File: config.mk
export PLATFORM = sky130hd
export DESIGN_NAME = pulse_train_gen
export DESIGN_NICKNAME = d
export VERILOG_FILES = /design/src/rtl/pulse_gen_pkg.sv /design/src/rtl/pulse_phase_timer.sv /design/src/rtl/pulse_train_gen.sv
export SDC_FILE = /design/constraint.sdc
export NUM_CORES = 1
export LEC_CHECK = 0
export BUFFER_PORTS_ARGS = -buffer_cell sky130_fd_sc_hd__buf_2
export CAP_MARGIN = 20
export CORE_MARGIN = 2
export CORE_UTILIZATION = 51
export DETAILED_ROUTE_END_ITERATION = 6
export PLACE_DENSITY = 0.83
export SYNTH_ARGS = -nofsm -noshare
export SYNTH_HDL_FRONTEND = slang
export SYNTH_SLANG_ARGS = --single-unit
File: constraint.sdc
create_clock -name clk -period 2.2 [get_ports clk]
set_input_delay 0 -clock clk [delete_from_list [all_inputs] [get_ports clk]]
set_output_delay 0 -clock clk [all_outputs]
set_load 0.005 [all_outputs]
File: src/rtl/pulse_gen_pkg.sv
`default_nettype none
// ============================================================================
// Module      : pulse_gen_pkg
// Description : Shared state encoding and sizing helpers for the pulse train
//               generator and its phase timer.
// Revision    : 1.0 - initial release
// ============================================================================
package pulse_gen_pkg;

    // Controller states; encoding is fixed so it can be probed from outside.
    typedef enum logic [1:0] {
        ST_IDLE = 2'd0,
        ST_HIGH = 2'd1,
        ST_LOW  = 2'd2,
        ST_DONE = 2'd3
    } state_t;

    // Ceiling log2, never less than 1 so a timer always has at least one bit.
    function automatic int clog2_min1(input int value);
        int r;
        r = 0;
        for (int i = 0; i < 31; i++) begin
            if ((1 << i) < value) begin
                r = i + 1;
            end
        end
        return (r < 1) ? 1 : r;
    endfunction

    // Larger of two integers, used to size the shared phase timer.
    function automatic int max2(input int a, input int b);
        return (a > b) ? a : b;
    endfunction

endpackage
`default_nettype wire

File: src/rtl/pulse_phase_timer.sv
`default_nettype none
// ============================================================================
// Module      : pulse_phase_timer
// Description : Loadable down-counter with a zero flag. It parks at zero and
//               is reloaded by the controller at the start of every phase.
// Revision    : 1.0 - initial release
// ============================================================================
module pulse_phase_timer #(
    parameter int TW = 2
) (
    input  logic          clk,
    input  logic          rst,
    input  logic          i_load,
    input  logic [TW-1:0] i_load_val,
    output logic          o_zero
);

    logic [TW-1:0] r_count;

    // Load takes priority; otherwise count down and hold at zero.
    always_ff @(posedge clk or posedge rst) begin
        if (rst) begin
            r_count <= '0;
        end else if (i_load) begin
            r_count <= i_load_val;
        end else if (r_count != '0) begin
            r_count <= r_count - TW'(1);
        end
    end

    assign o_zero = (r_count == '0);

endmodule
`default_nettype wire

File: src/rtl/pulse_train_gen.sv
`default_nettype none
// ============================================================================
// Module      : pulse_train_gen
// Description : Emits a burst of count_in pulses, each HIGH_CYCLES high and
//               LOW_CYCLES low, then strobes done for one cycle.
//               Optional macro PULSE_TRAIN_GEN_ABORT_EN adds an abort input
//               that ends a running burst early.
// Revision    : 1.0 - initial release
// ============================================================================
module pulse_train_gen
    import pulse_gen_pkg::*;
#(
    parameter int WIDTH       = 6,
    parameter int HIGH_CYCLES = 4,
    parameter int LOW_CYCLES  = 4
) (
    input  logic             clk,
    input  logic             rst,
    input  logic             start,
`ifdef PULSE_TRAIN_GEN_ABORT_EN
    input  logic             abort,
`endif
    input  logic [WIDTH-1:0] count_in,
    output logic             pulse,
    output logic             busy,
    output logic             done,
    output logic [WIDTH-1:0] remaining
);

    localparam int TW = clog2_min1(max2(HIGH_CYCLES, LOW_CYCLES));
    localparam logic [TW-1:0] c_HIGH_RELOAD = TW'(HIGH_CYCLES - 1);
    localparam logic [TW-1:0] c_LOW_RELOAD  = TW'(LOW_CYCLES - 1);

    state_t           r_state;
    logic             r_pulse;
    logic             r_busy;
    logic             r_done;
    logic [WIDTH-1:0] r_remaining;

    logic             w_abort;
    logic             w_load;
    logic [TW-1:0]    w_load_val;
    logic             w_zero;

`ifdef PULSE_TRAIN_GEN_ABORT_EN
    assign w_abort = abort;
`else
    assign w_abort = 1'b0;
`endif

    // Reload the phase timer on every transition into HIGH or LOW.
    always_comb begin
        w_load     = 1'b0;
        w_load_val = c_HIGH_RELOAD;
        case (r_state)
            ST_IDLE: begin
                if (start && (count_in != '0)) begin
                    w_load = 1'b1;
                end
            end
            ST_HIGH: begin
                if (!w_abort && w_zero) begin
                    w_load     = 1'b1;
                    w_load_val = c_LOW_RELOAD;
                end
            end
            ST_LOW: begin
                if (!w_abort && w_zero && (r_remaining != '0)) begin
                    w_load = 1'b1;
                end
            end
            default: begin
                w_load = 1'b0;
            end
        endcase
    end

    pulse_phase_timer #(
        .TW (TW)
    ) u_timer (
        .clk        (clk),
        .rst        (rst),
        .i_load     (w_load),
        .i_load_val (w_load_val),
        .o_zero     (w_zero)
    );

    // Burst controller; every output is a register so pulse cannot glitch.
    always_ff @(posedge clk or posedge rst) begin
        if (rst) begin
            r_state     <= ST_IDLE;
            r_pulse     <= 1'b0;
            r_busy      <= 1'b0;
            r_done      <= 1'b0;
            r_remaining <= '0;
        end else begin
            r_done <= 1'b0;
            case (r_state)
                ST_IDLE: begin
                    if (start) begin
                        if (count_in != '0) begin
                            r_state     <= ST_HIGH;
                            r_remaining <= count_in;
                            r_pulse     <= 1'b1;
                            r_busy      <= 1'b1;
                        end else begin
                            r_state     <= ST_DONE;
                            r_remaining <= '0;
                            r_done      <= 1'b1;
                        end
                    end
                end
                ST_HIGH: begin
                    if (w_abort) begin
                        // A truncated high phase is not counted.
                        r_state <= ST_DONE;
                        r_pulse <= 1'b0;
                        r_busy  <= 1'b0;
                        r_done  <= 1'b1;
                    end else if (w_zero) begin
                        r_state     <= ST_LOW;
                        r_pulse     <= 1'b0;
                        r_remaining <= r_remaining - WIDTH'(1);
                    end
                end
                ST_LOW: begin
                    if (w_abort) begin
                        r_state <= ST_DONE;
                        r_busy  <= 1'b0;
                        r_done  <= 1'b1;
                    end else if (w_zero) begin
                        if (r_remaining == '0) begin
                            r_state <= ST_DONE;
                            r_busy  <= 1'b0;
                            r_done  <= 1'b1;
                        end else begin
                            r_state <= ST_HIGH;
                            r_pulse <= 1'b1;
                        end
                    end
                end
                ST_DONE: begin
                    r_state <= ST_IDLE;
                end
            endcase
        end
    end

    assign pulse     = r_pulse;
    assign busy      = r_busy;
    assign done      = r_done;
    assign remaining = r_remaining;

endmodule
`default_nettype wire
==> impl_metrics.py, run 1 <==
metrics = {
    "setup_path": {
        "critPathSlowestCell": "dfrtp_1",
        "required_ns": 2.36,
        "crit_path_start": "u_timer.r_count[0]",
        "r2r_start": "u_timer.r_count[0]",
        "regToRegSetupSlack_ns": 0.35,
        "r2r_cells": 5,
        "crit_chain": "inv_1, ha_1, and4_1, mux2_1, a221o_1",
        "cp.arrival_ns": 2.01,
        "path_max_fanout": 12,
        "r2r_end": "remaining[5]",
        "cp_slowest_stage_delay_ns": 0.39,
        "endpoint_kind": "flip-flop",
        "crit_type": "flip-flop to flip-flop",
        "worstSetupStartpointType": "flip-flop",
    },
    "cts": {
        "numCtsBuffers": 3,
        "ctsResizeCount": 0,
        "clock_path_buffers": 2,
        "insertion_delay_ns": 0.27,
        "clkTransAtPathRegs_ns": 0.08,
        "cts_tree": "built",
        "cts_num_sinks": 13,
        "htree_num_levels": 1,
        "cts-root-buf": "clkbuf_4",
    },
    "global_routing": {
        "grt_first_pass_wirelength_um": 2730,
        "gr-total-overflow": 0,
        "grt_pass1_vias": 692,
        "antenna_found_initial": 0,
        "grt_usage": 0.193,
        "grt_max_degree": 17,
    },
    "yosys": {
        "ys_types": 32,
        "netlist_instances": 96,
        "synth_nets": 107,
        "ys_async_sr_fraction": 1.00,
        "syn_area_um2": 805,
        "synth_edf_count": 0,
        "yosysSeqAreaShare": 0.404,
        "ys_ff_latch": 13,
        "yosys_most_used_dff": "dfrtp_1",
        "ys_warn_count": 0,
        "syn_avg_cell_area_um2": 8.38,
    },
    "timing": {
        "tns_ns": 0,
        "fin_worst_skew_ns": 0.00445,
        "hold_viol_final": 0,
        "period_needed_ns": 1.85,
        "relSlewSlack": 0.671,
        "post-route-period-util": 0.843,
        "whs_ns": 0.0286,
        "fmax_ghz": 0.539,
        "rsz0062_at_grt": "false",
        "setup_viol": 0,
        "maxSlewViolCount": 0,
        "worst_pin_slew_ns": 0.493,
    },
    "route": {
        "vias": 770,
        "drt_first_pass_iters": 5,
        "drt-wirelength-per-cell_um": 13.3,
        "antenna_left": 0,
        "drt-total-wl_um": 1740,
        "drc": 0,
        "via_per_inst": 5.92,
        "drt_iter0_markers": 23,
    },
    "final_layout": {
        "diodes": 0,
        "final_cells": 130,
        "fillCellCount": 121,
        "layout_common_cells": "17 x buf_2, 13 x dfrtp_1, 9 x o21ai_0, 9 x nor2_1, 8 x inv_1",
        "fin_nets": 126,
        "final_common_cell": "buf_2",
        "fin_area_um2": 926,
        "layout-area-overhead-vs-synth_pct": 15.1,
        "drive_gt1_frac": 0.184,
    },
    "placement": {
        "dp_cells": 125,
        "portBuffers": 17,
        "gp_congestion": 0.779,
        "dp_hpwl_um": 1310,
        "place_area_um2": 890,
    },
    "die": {
        "die_h_um": 43.7,
        "die_w_um": 43.7,
        "ios": 18,
        "rows": 14,
        "initial_core_util": 0.540,
        "core_area_um2": 1490,
        "die-area_um2": 1910,
    },
    "hold_path": {
        "min_to": "remaining[4]",
        "hp-class": "primary input to flip-flop",
        "min_from": "count_in[4]",
        "hold_depth": 3,
    },
    "power": {
        "power_uw": 1240,
        "peakVddDrop_mv": 0.646,
        "p_leak_uw": 0.000436,
        "powerDensity_nw_per_um2": 1340,
    },
    "outcome": {
        "outcome": "completed",
    },
    "run": {
        "maxCapViolations": 0,
    },
}
sequential cells by signal, indices dropped and copies added (netlist names):
name             cells
u_timer.r_count      2
busy                 1
r_state              2
remaining            6
done                 1
pulse                1
per-stage QoR:
stage	setup WS, ns	utilization
floorplan	0.649	-
global placement	0.478	0.597
CTS	0.349	0.622
global route	0.272	0.622
detailed placement	0.368	0.597
finish	0.346	0.622
routing by layer:
| layer | GRT usage | vias up | wire length (um) |
|---|---|---|---|
| li1 | - | 382 | - |
| met1 | 0.235 | 358 | 780 |
| met2 | 0.324 | 23 | 820 |
| met3 | 0.0292 | 7 | 78 |
| met4 | 0.109 | 0 | 56 |
| met5 | 0 | - | 0 |
worst max-delay path, delay by kind of cell, from the launching register on:
| family | cells | cell delay (ns) |
|---|---|---|
| and+or+nand+nor | 1 | 0.26 |
| buffers and inverters | 1 | 0.06 |
| DFF | 1 | 0.39 |
| adders and majority gates | 1 | 0.39 |
| muxes | 1 | 0.32 |
| AOI/OAI and AO/OA | 1 | 0.31 |
synth_stat cells (2+ instances only):
cell,number,area share
a21oi_1,7,0.044
a221o_1,2,0.025
buf_2,4,0.025
dfrtp_1,13,0.40
ha_1,2,0.031
inv_1,8,0.037
nand2_1,7,0.033
nand2b_1,3,0.023
nand3_1,7,0.044
nor2_1,9,0.042
nor3_1,2,0.012
nor4b_1,2,0.022
o21ai_0,9,0.056
o22ai_1,2,0.016
xor2_1,2,0.022
kinds of logic after synthesis:
| logic type | synth area share |
|---|---|
| buffers and inverters | 0.0622 |
| adder cells (fa/ha/maj) | 0.0311 |
| AO/OA/AOI/OAI | 0.202 |
| multiplexers | 0.0264 |
| flip-flops | 0.404 |
| AND/OR/NAND/NOR | 0.252 |
| XOR/XNOR | 0.0218 |
how the worst max path moves through the flow:
stage / end / slack, ns / depth (start not counted)
5_1_grt: remaining[5] / 0.27 / 5
3_3_place_gp: remaining[5] / 0.48 / 5
6_report: remaining[5] / 0.35 / 5
4_1_cts: remaining[5] / 0.35 / 5
3_5_place_dp: remaining[5] / 0.37 / 5
2_1_floorplan: remaining[5] / 0.65 / 4
layout make-up:
cell class              instances  area [um2]  area share
repair buffers                 18        95.1       0.103
flip-flops and latches         13         325       0.351
well taps                      16        20.0      0.0216
clock buffers                   4        26.3      0.0284
inverters                       8        30.0      0.0324
multi-input cells              71         429       0.464
where the power goes:
part	internal (uW)	leakage [uW]	total [uW]	switching, uW
Sequential	342	0.000152	501	160
Clock	70.2	0.0000150	150	79.5
Combinational	287	0.000270	588	301
Total	699	0.000436	1240	540
repair_timing:
action / in CTS / in global routing
endpoints found under the hold margin: 13 / 0
buffers inserted: 0 / 0
hold buffers: 1 / 0
Note: power is estimated with default switching activity, not from simulation.
==> run 2, diff against run 1 <==
==> constraint.sdc (replaced) <==
create_clock -name clk -period 1.8 [get_ports clk]
set_input_delay 0 -clock clk [delete_from_list [all_inputs] [get_ports clk]]
set_output_delay 0 -clock clk [all_outputs]
set_load 0.005 [all_outputs]
==> impl_metrics.py, run 2 (synthesized netlist as in run 1, its figures left out) <==
metrics = {
    "outcome": {
        "outcome": "completed",
    },
    "timing": {
        "tns_ns": 0,
        "rsz0062_at_grt": "false",
        "maxSlewViolCount": 0,
        "post-route-period-util": 0.917,
        "hold_viol_final": 0,
        "worst_pin_slew_ns": 0.513,
        "relSlewSlack": 0.657,
        "fmax_ghz": 0.606,
        "fin_worst_skew_ns": 0.00639,
        "period_needed_ns": 1.65,
        "setup_viol": 0,
    },
    "final_layout": {
        "layout_common_cells": "17 x buf_2, 13 x dfrtp_1, 9 x o21ai_0, 9 x nor2_1, 8 x inv_1",
        "drive_gt1_frac": 0.198,
        "fin_nets": 128,
        "diodes": 0,
        "fillCellCount": 141,
        "final_common_cell": "buf_2",
        "layout-area-overhead-vs-synth_pct": 17.0,
        "largest_register_ffs": 6,
        "final_util": 0.632,
    },
    "cts": {
        "cts_tree": "built",
        "clkTransAtPathRegs_ns": 0.08,
        "insertion_delay_ns": 0.28,
        "cts_num_sinks": 13,
        "htree_num_levels": 1,
        "cts-root-buf": "clkbuf_4",
        "clock_path_buffers": 2,
        "cts_setup_buffers": 0,
        "numCtsBuffers": 3,
    },
    "setup_path": {
        "regToRegSetupSlack_ns": 0.15,
        "r2r_start": "u_timer.r_count[1]",
        "worstSetupStartpointType": "flip-flop",
        "required_ns": 1.96,
        "endpoint_kind": "flip-flop",
        "r2r_end": "remaining[5]",
        "r2r_cells": 5,
        "path_max_fanout": 5,
        "cp.arrival_ns": 1.82,
        "crit_type": "flip-flop to flip-flop",
    },
    "hold_path": {
        "hp-class": "primary input to flip-flop",
        "hold_depth": 3,
        "min_to": "remaining[1]",
        "min_from": "count_in[1]",
    },
    "die": {
        "core_area_um2": 1490,
        "die_w_um": 43.7,
        "die_h_um": 43.7,
        "die-area_um2": 1910,
        "initial_core_util": 0.540,
        "ios": 18,
        "rows": 14,
    },
    "global_routing": {
        "antenna_found_initial": 0,
        "grt_max_degree": 14,
        "gr-total-overflow": 0,
        "grt_pass1_vias": 753,
        "grt_first_pass_wirelength_um": 3240,
        "grt_usage": 0.227,
    },
    "route": {
        "drt_iter0_markers": 17,
        "drt_first_pass_iters": 4,
        "vias": 790,
        "antenna_left": 0,
        "via_per_inst": 5.98,
        "drt-total-wl_um": 1820,
        "drc": 0,
        "drt-wirelength-per-cell_um": 13.8,
    },
    "power": {
        "p_leak_uw": 0.000446,
        "powerDensity_nw_per_um2": 1640,
        "power_uw": 1550,
        "peakVddDrop_mv": 0.922,
    },
    "run": {
        "maxCapViolations": 0,
    },
    "placement": {
        "dp_hpwl_um": 1390,
        "gp_congestion": 0.838,
        "portBuffers": 17,
    },
}
-- run 2: cell types whose count changed in the layout (fill, tap and decap cells not counted) --
cell / previous run / this run
buf_4: 0 / 2
-- run 2: worst max-delay path, cell delays in order (launching register included) --
cell and delay, ns:
dfrtp_1 0.40, inv_1 0.07, ha_1 0.23, and4_1 0.22
mux2_1 0.32, a221o_1 0.29
-- run 2: area by class of cell --
type | instances | area (um2) | share of cell area
well taps | 16 | 20.0 | 0.0213
multi-input cells | 71 | 429 | 0.456
clock buffers | 4 | 26.3 | 0.0279
flip-flops and latches | 13 | 325 | 0.346
repair buffers | 20 | 110 | 0.117
inverters | 8 | 30.0 | 0.0319
-- run 2: timing repair --
item,4_1_cts,5_1_grt
resized for setup,0,0
hold buffers,1,0
endpoints found under the hold margin,13,0
-- run 2: through the flow --
step	instance area [um2]	worst slack, ns	hold slack [ns]	instances
2_1_floorplan	805	0.249	-0.123	96
3_3_place_gp	905	0.224	0.0534	127
3_5_place_dp	905	0.166	0.0668	127
4_1_cts	941	0.149	0.0205	132
5_1_grt	941	0.0619	0.0376	132
6_report	941	0.149	0.0143	132
-- run 2: metal layers --
layer / wire, um / track usage
met5: 0 / 0
met4: 36 / 0.103
met3: 98 / 0.0292
met2: 882 / 0.365
met1: 798 / 0.303
-- run 2: where the power goes --
group	switching, uW	leakage (uW)	internal [uW]
logic	393	0.000280	376
clock network	100	0.0000150	86.1
registers	173	0.000152	418
-- run 2: worst max path at each step --
stage	startpoint	to	depth (start not counted)	slack [ns]
final	u_timer.r_count[1]	remaining[5]	5	0.15
after global routing	u_timer.r_count[0]	remaining[5]	5	0.06
after CTS	u_timer.r_count[1]	remaining[5]	5	0.15
after detailed placement	u_timer.r_count[1]	remaining[5]	5	0.17
after global placement	u_timer.r_count[0]	remaining[5]	5	0.22
after floorplan	remaining[2]	remaining[5]	4	0.25
